File: src/rtl/spi_dac_tx.sv
// rtl/spi_dac_tx.sv - serialises a 10-bit sample into an MCP4911-class SPI DAC and strobes LDAC
module spi_dac_tx #(
  parameter int   CLK_DIV = 25,
  parameter logic BUF     = 1'b0,
  parameter logic GA_N    = 1'b1,
  parameter logic SHDN_N  = 1'b1
) (
  input  logic       sysclk,
  input  logic       rst,
  input  logic [9:0] data_in,
  input  logic       load,
  output logic       dac_cs,
  output logic       dac_sck,
  output logic       dac_sdi,
  output logic       dac_ld,
  output logic       busy,
  output logic       done
);

  typedef enum logic [1:0] {S_IDLE, S_SHIFT, S_CS_HIGH, S_LATCH} state_t;

  // Last count of a CLK_DIV-long phase; divider restarts at 0 on every phase entry.
  localparam logic [7:0] DIV_LAST = 8'(CLK_DIV - 1);

  state_t      r_state;
  logic [15:0] r_shift;
  logic [3:0]  r_bit;
  logic [7:0]  r_div;
  logic        r_cs;
  logic        r_sck;
  logic        r_sdi;
  logic        r_ld;
  logic        r_busy;
  logic        r_done;

  logic [15:0] w_frame;
  logic        w_div_end;

  assign w_frame   = {1'b0, BUF, GA_N, SHDN_N, data_in, 2'b00};
  assign w_div_end = (r_div == DIV_LAST);

  assign dac_cs  = r_cs;
  assign dac_sck = r_sck;
  assign dac_sdi = r_sdi;
  assign dac_ld  = r_ld;
  assign busy    = r_busy;
  assign done    = r_done;

  // Frame sequencer: shift 16 bits, raise CS, pulse LDAC, then report done.
  always_ff @(posedge sysclk) begin
    if (rst) begin
      r_state <= S_IDLE;
      r_shift <= '0;
      r_bit   <= '0;
      r_div   <= '0;
      r_cs    <= 1'b1;
      r_sck   <= 1'b0;
      r_sdi   <= 1'b0;
      r_ld    <= 1'b1;
      r_busy  <= 1'b0;
      r_done  <= 1'b0;
    end else begin
      r_done <= 1'b0;
      case (r_state)
        S_IDLE: begin
          if (load) begin
            r_shift <= w_frame;
            r_sdi   <= w_frame[15];
            r_bit   <= 4'd15;
            r_div   <= '0;
            r_cs    <= 1'b0;
            r_sck   <= 1'b0;
            r_busy  <= 1'b1;
            r_state <= S_SHIFT;
          end
        end
        S_SHIFT: begin
          if (!w_div_end) begin
            r_div <= r_div + 8'd1;
          end else begin
            r_div <= '0;
            if (!r_sck) begin
              // Rising edge: the DAC samples the bit held since the low phase began.
              r_sck <= 1'b1;
            end else if (r_bit == 4'd0) begin
              r_sck   <= 1'b0;
              r_cs    <= 1'b1;
              r_sdi   <= 1'b0;
              r_state <= S_CS_HIGH;
            end else begin
              // Falling edge starts the next bit; SDI only ever moves here.
              r_sck   <= 1'b0;
              r_bit   <= r_bit - 4'd1;
              r_sdi   <= r_shift[14];
              r_shift <= {r_shift[14:0], 1'b0};
            end
          end
        end
        S_CS_HIGH: begin
          if (!w_div_end) begin
            r_div <= r_div + 8'd1;
          end else begin
            r_div   <= '0;
            r_ld    <= 1'b0;
            r_state <= S_LATCH;
          end
        end
        S_LATCH: begin
          if (!w_div_end) begin
            r_div <= r_div + 8'd1;
          end else begin
            r_div   <= '0;
            r_ld    <= 1'b1;
            r_busy  <= 1'b0;
            r_done  <= 1'b1;
            r_state <= S_IDLE;
          end
        end
        default: r_state <= S_IDLE;
      endcase
    end
  end

endmodule
File: config.mk
export PLATFORM = sky130hd
export DESIGN_NAME = spi_dac_tx
export DESIGN_NICKNAME = d
export VERILOG_FILES = /design/src/rtl/spi_dac_tx.sv
export SDC_FILE = /design/constraint.sdc
export NUM_CORES = 1
export LEC_CHECK = 0
export CAP_MARGIN = 20
export CORE_MARGIN = 2
export CORE_UTILIZATION = 40
export CTS_CLUSTER_DIAMETER = 200
export DETAILED_ROUTE_END_ITERATION = 8
export GPL_TIMING_DRIVEN = 0
export PLACE_DENSITY = 0.58
export REMOVE_ABC_BUFFERS = 1
export SLEW_MARGIN = 20
export SYNTH_ARGS = -nofsm -noshare
export SYNTH_HDL_FRONTEND = slang
export SYNTH_SLANG_ARGS = --single-unit
File: constraint.sdc
create_clock -name sysclk -period 5.02 [get_ports sysclk]
set_input_delay 1.506 -clock sysclk [delete_from_list [all_inputs] [get_ports sysclk]]
set_output_delay 1.506 -clock sysclk [all_outputs]
set_load 0.02 [all_outputs]
==> results by group <==
STA
  – Setup TNS Final: 0 ps
  – Post-route minimum period: 3574 ps
  – Max-slew violations: 0
  – Clock Skews: 3.007 ps
  – Peak Freq: 279.8 MHz
  – Final setup viols: 0
  – Final Hold Vio Count: 0
  – Period utilization: 0.7120
  – Worst-margin pin slew: 1013 ps
  – Max transition margin: 0.3244
  – RSZ-0062 raised after global routing: false

Global route
  – Initial antenna violation count: 0
  – GR Layer Usage met3: 0.05051
  – GRT overflow: 0
  – First-pass GRT wire length: 6555 µm
  – Largest net degree at the start of global routing: 24
  – Met2 Usage GRT: 0.2624
  – Number of global-route vias before repair: 1407
  – Total GRT Usage: 0.1686
  – GR Layer Usage met1: 0.2181
  – Busiest grt layer: met2

Placement
  – GP Congestion: 0.6897
  – Port bufs: 18
  – Post-DP HPWL: 2623 µm
  – Placed Area: 1909 µm²

Power
  – Worst vdd ir: 0.0002431 V
  – Leak: 0.6859 nW
  – Pwr dens: 542.7 nW/µm²

Job
  – MaxCap Viol Count: 0

Route
  – DRC viols: 0
  – Detailed-route vias per instance: 5.568
  – DRT iter0 DRCs: 53
  – Vias post-DR: 1392
  – Final ANT Viol Nets: 0
  – DRT Pass-1 Iters: 4
  – Routed wire per std cell: 14.82 µm
  – WL final: 3705 µm

CTS
  – Longest Clk Path Bufs: 2
  – Clock Pin Slew Worst Setup and Hold Paths: 60 ps
  – Worst-Skew Late Latency: 280 ps
  – CTS tree: yes
  – CTS Root Cell: clkbuf_8
  – CTS Buf Count: 5
  – Postcts setup bufs: 0
  – # H-tree levels: 2
  – Total clock sinks: 33
  – CTS resizes: 0
  – Hold-fix buffers, CTS: 0

Synth
  – Post-synth top area share: 0.3804
  – Async S/R FF share, synth: 0
  – Post-synth top cells: 33 x dfxtp_1, 16 x a21oi_1, 16 x nand2_1
  – Top FF cell, synth: dfxtp_1
  – Register area share after synthesis: 0.3804
  – Synth top area cells: dfxtp_1 38%, a211oi_2 7.2%, ha_1 5.8%
  – EDFF count, synth: 0
  – Synth Cell Area: 1737 µm²
  – Most frequent cell after synthesis: dfxtp_1
  – Synth cell types: 47
  – Register bit total from synthesis: 33
  – Mapped Cells: 185
  – Syn. warnings: 0
  – Dominant cell type by area after synthesis: dfxtp_1
  – Syn_area_per_cell: 9.387 µm²

Floorplan
  – Die Ht: 69.89 µm
  – Rows: 23
  – Die X: 69.89 µm
  – Core Footprint: 4086 µm²
  – Ports: 19
  – Initial Util: 0.4250
  – Die footprint: 4885 µm²

Layout
  – Share of cells above drive strength 1: 0.1200
  – Inserted Diodes: 0
  – Fin nets: 221
  – Fin area: 1991 µm²
  – P&R area growth vs syn: 14.63%
  – Fill cells: 401

Worst setup path
  – Worst EP arrival: 3750 ps
  – CP Capture Type: flop
  – Setup CP Type: in2reg
  – Worst setup SP type: input pin
  – WP data required: 5190 ps
  – Reg2reg setup slack: 2060 ps
  – Worst-path maximum fanout: 13

Outcome
  – Outcome: complete, no violations

Min path
  – Min-Delay Path Class: reg2reg
-- stage by stage --
step / util / std cells / setup WS [ps] / power [mW] / hold slack [ps]
2_1_floorplan: - / 175 / 2107 / 0.7617 / 439.1
3_3_place_gp: 0.4672 / 243 / 1229 / 0.8611 / 447.9
3_5_place_dp: 0.4672 / 243 / 1136 / 0.8891 / 456.8
4_1_cts: 0.4884 / 250 / 1459 / 1.095 / 466.6
5_1_grt: 0.4871 / 250 / 1225 / 1.174 / 493.0
6_report: 0.4871 / 250 / 1446 / 1.080 / 466.5
-- routing by layer --
metal / routed length, µm / share of wire
met1: 1813 / 0.49
met2: 1704 / 0.46
met3: 144 / 0.039
met4: 42 / 0.011
met5: 0 / 0
-- where the power goes --
part | internal [mW] | switching [mW]
registers | 0.332 | 0.0493
logic | 0.207 | 0.294
clock network | 0.109 | 0.0893
-- final cells by class --
class	count	area, µm²	share of cell area
tap	50	62.56	0.03143
clock buffer	7	86.33	0.04337
multi-input combinational	133	972.2	0.4884
timing repair buffer	18	175.2	0.08799
sequential	33	660.6	0.3319
inverter	9	33.78	0.01697
-- sequential cells by signal, indices dropped and copies added, names as in the netlist --
| signal | count |
|---|---|
| dac_ld | 1 |
| busy | 1 |
| dac_cs | 1 |
| r_div | 8 |
| dac_sdi | 1 |
| r_shift | 13 |
| done | 1 |
| dac_sck | 1 |
| r_bit | 4 |
| r_state | 2 |
-- logic make-up (layout without fill, tap and decap cells) --
| kind of cell | after synthesis | count (layout) | synth area share |
|---|---|---|---|
| mux | 10 | 10 | 0.05764 |
| buf+inv | 19 | 34 | 0.05979 |
| flops | 33 | 33 | 0.3804 |
| fa+ha+maj | 8 | 8 | 0.05764 |
| xor+xnor | 6 | 6 | 0.03026 |
| compound gates | 49 | 49 | 0.2385 |
| simple gates | 60 | 60 | 0.1758 |
-- worst max-delay path, stage by stage --
cell,delay [ps]
clkdlybuf4s50_1,440
nor2b_1,620
nor2_1,430
and2_2,430
o221a_2,310
-- placed cells by master (no fill, tap or decap), types with 2 or more instances in the layout --
master / instances
a21oi_1: 16
or3_1: 5
o221a_2: 2
a211oi_2: 10
inv_1: 9
nor3_1: 7
nor2b_1: 2
o21ai_0: 3
nand3_1: 5
o31a_1: 2
a211oi_1: 2
nor2_1: 13
clkbuf_8: 6
nor4_1: 2
xor2_1: 3
xnor2_1: 3
a221o_1: 2
ha_1: 8
mux2i_1: 10
dfxtp_1: 33
nand4_1: 2
nand2_1: 16
clkdlybuf4s50_1: 17
-- worst paths after layout --
kind	from	end	cells after the start
worst max-delay path	load	r_shift[13]	5
worst min-delay path	r_shift[2]	r_shift[2]	2
worst max register to register	r_state[1]	r_shift[13]	6
worst min register to register	r_shift[2]	r_shift[2]	2
Power figures use the tool's default switching activity.
==> RTL change, RTL diff (same settings) <==
Register the inputs `data_in` and `load` before use, with the module's reset. The logic sees them one clock later.
--- a/src/rtl/spi_dac_tx.sv
+++ b/src/rtl/spi_dac_tx.sv
@@ -22,6 +22,19 @@
   // Last count of a CLK_DIV-long phase; divider restarts at 0 on every phase entry.
   localparam logic [7:0] DIV_LAST = 8'(CLK_DIV - 1);
 
+  logic [9:0] data_q;
+  logic load_q;
+
+  always_ff @(posedge sysclk) begin
+    if (rst) begin
+      data_q <= '0;
+      load_q <= '0;
+    end else begin
+      data_q <= data_in;
+      load_q <= load;
+    end
+  end
+
   state_t      r_state;
   logic [15:0] r_shift;
   logic [3:0]  r_bit;
@@ -36,7 +49,7 @@
   logic [15:0] w_frame;
   logic        w_div_end;
 
-  assign w_frame   = {1'b0, BUF, GA_N, SHDN_N, data_in, 2'b00};
+  assign w_frame   = {1'b0, BUF, GA_N, SHDN_N, data_q, 2'b00};
   assign w_div_end = (r_div == DIV_LAST);
 
   assign dac_cs  = r_cs;
@@ -63,7 +76,7 @@
       r_done <= 1'b0;
       case (r_state)
         S_IDLE: begin
-          if (load) begin
+          if (load_q) begin
             r_shift <= w_frame;
             r_sdi   <= w_frame[15];
             r_bit   <= 4'd15;
Formal check against the unedited RTL: not equivalent (Yosys sat finds a counterexample within 4 cycles, from zero or initial values and one cycle with rst high).
==> RTL change against the unedited design <==
  * Worst hold slack lost 0.018 ns
  * Synthesized cell count increased by 13%
  * Worst setup slack gained 0.72 ns
  * Area after synthesis rose by 16%
  * Count of clock-buffer cells in the layout down 1
  * Cell count is 16% higher
  * Total power decreased by 9.5%
  * Sequential share of layout area up 5.1 points
  * Sequential cell count grew 11
  * Design area rose by 15%
  * Routed wire length up 4.1%
  * Global-route usage decreased by 1.4 points
  * Fmax increased by 25%
  * Critical path type is now register to output port
  * Largest power group is now sequential cells
==> RTL change: results (changes against the unedited design) <==
status: "complete, no violations"
seq_area_frac_synth_pct: 43.62  # +5.6 points
grt_pass1_wl_um: 6672  # +1.8%
first_global_vias: 1389  # -1.3%
ctsRootBufferMaster: "clkbuf_8"
dp_hpwl_um: 2546  # -2.9%
h-tree-depth: 2  # unchanged
firstDrtPassIters: 4  # unchanged
synth_xor_area_share_pct: 3.036  # +0.010 points
synth_cell_types: 46  # -2.1%
synth_warnings: 0  # unchanged
synth_fa_ha_area_share_pct: 4.957  # -0.81 points
hold_path_class: "register to register"
cpMaxStageDelayCell: "clkdlybuf4s50_1"
numCtsBuffers: 5  # unchanged
post_cts_buffers: 0  # unchanged
cp.arrival_ns: 1.34  # -2.41 ns
placed_area_sq_um: 2191  # +15%
initialDrtViolationCount: 129  # +140%
crit_family: "buffers and inverters"
post_drt_via_cell_ratio: 5.280  # -5.2%
final_layout_size_suffix_gt1_share_pct: 8.108  # -3.9 points
synth_area_leaders: "dfxtp_1 44%, a211oi_1 7.4%, mux2i_1 5.5%"
layout.nets: 242  # +9.5%
start_util_pct: 42.20  # -0.30 points
final_util_pct: 48.03  # -0.69 points
crit_fanout: 6  # -7
post-place-ws_ns: 2.127  # +0.9913 ns
top_regs: "r_shift x13, data_q x10, r_div x8"
wire_per_inst_um: 13.35  # -9.9%
clk-insertion-delay-late_ns: 0.29
netlist_top_cells_count: "44 x dfxtp_1, 20 x a211oi_1, 14 x nor2b_1"
ant_nets: 0  # unchanged
synthMuxAreaShare_pct: 5.452  # -0.31 points
grt_use_met3_pct: 3.614  # -1.4 points
cpPeakStageDelay_ns: 0.64  # +0.02 ns
grt.total_usage_pct: 15.43  # -1.4 points
synthCells: 209  # +13%
io_buffers: 18  # unchanged
diodes: 0  # unchanged
synth-compound-area-share_pct: 17.47  # -6.4 points
place_congestion: 0.7841  # +14%
relSlewSlack_pct: 38.87  # +6.4 points
clk_pin_slew_ns: 0.08  # +0.02 ns
p_leak_nw: 0.7856  # +15%
post_cts_resized: 0  # unchanged
antenna_found_initial: 0  # unchanged
use_met2_pct: 21.93  # -4.3 points
grt_max_degree: 35  # +46%
overflow: 0  # unchanged
placed_cells: 281  # +16%
vdd_drop_max_mv: 0.2050  # -16%
fillCellCount: 462  # +15%
synthArstFlopShare_pct: 0  # unchanged
stdcell_count: 289  # +16%
clock_skew_ns: 0.005776  # +0.002768 ns
grtUsageMet1_pct: 22.77  # +0.97 points
[RTL change: power breakdown]
| part | internal (mW) | switching (mW) |
|---|---|---|
| combinational | 0.127 | 0.157 |
| sequential | 0.396 | 0.0334 |
| clock | 0.148 | 0.116 |
[RTL change: worst reg2reg max path, stage by stage, from the launching register on]
cell,delay [ns]
dfxtp_1,0.35
inv_1,0.10
ha_1,0.76
nand2_1,0.26
nor3b_4,0.73
a211oi_1,0.17
a311oi_1,0.27
[RTL change: cell type report]
type / count / area share [%]
clock inverters: 2 / 1.524
flip-flops and latches: 44 / 38.32
repair buffers: 18 / 7.621
clock buffers: 6 / 3.157
well taps: 67 / 3.647
multi-input cells: 145 / 44.58
inverters: 7 / 1.143
[RTL change: final timing paths]
path                                         startpoint                       to  slack (ns)  cells after the start
worst max register to register  r_state[1]$_SDFFE_PP0P_    r_bit[1]$_SDFFE_PP0P_        2.29                      6
worst max-delay path               dac_sck$_SDFFE_PP0P_                  dac_sck        2.17                      1
worst min-delay path               data_q[0]$_SDFF_PP0_  r_shift[2]$_SDFFE_PP0P_        0.45                      2
worst min register to register     data_q[0]$_SDFF_PP0_  r_shift[2]$_SDFFE_PP0P_        0.45                      2
[RTL change: per-layer routing]
metal	up-vias	share of wire (%)
met5	-	0
met4	0	1.5
met3	6	3.7
met2	25	43
met1	716	52
li1	779	-
[RTL change: logic make-up after synthesis]
kind of cell,after synthesis
flops,44
simple gates,70
compound gates,49
mux,11
xor+xnor,7
fa+ha+maj,8
buf+inv,20
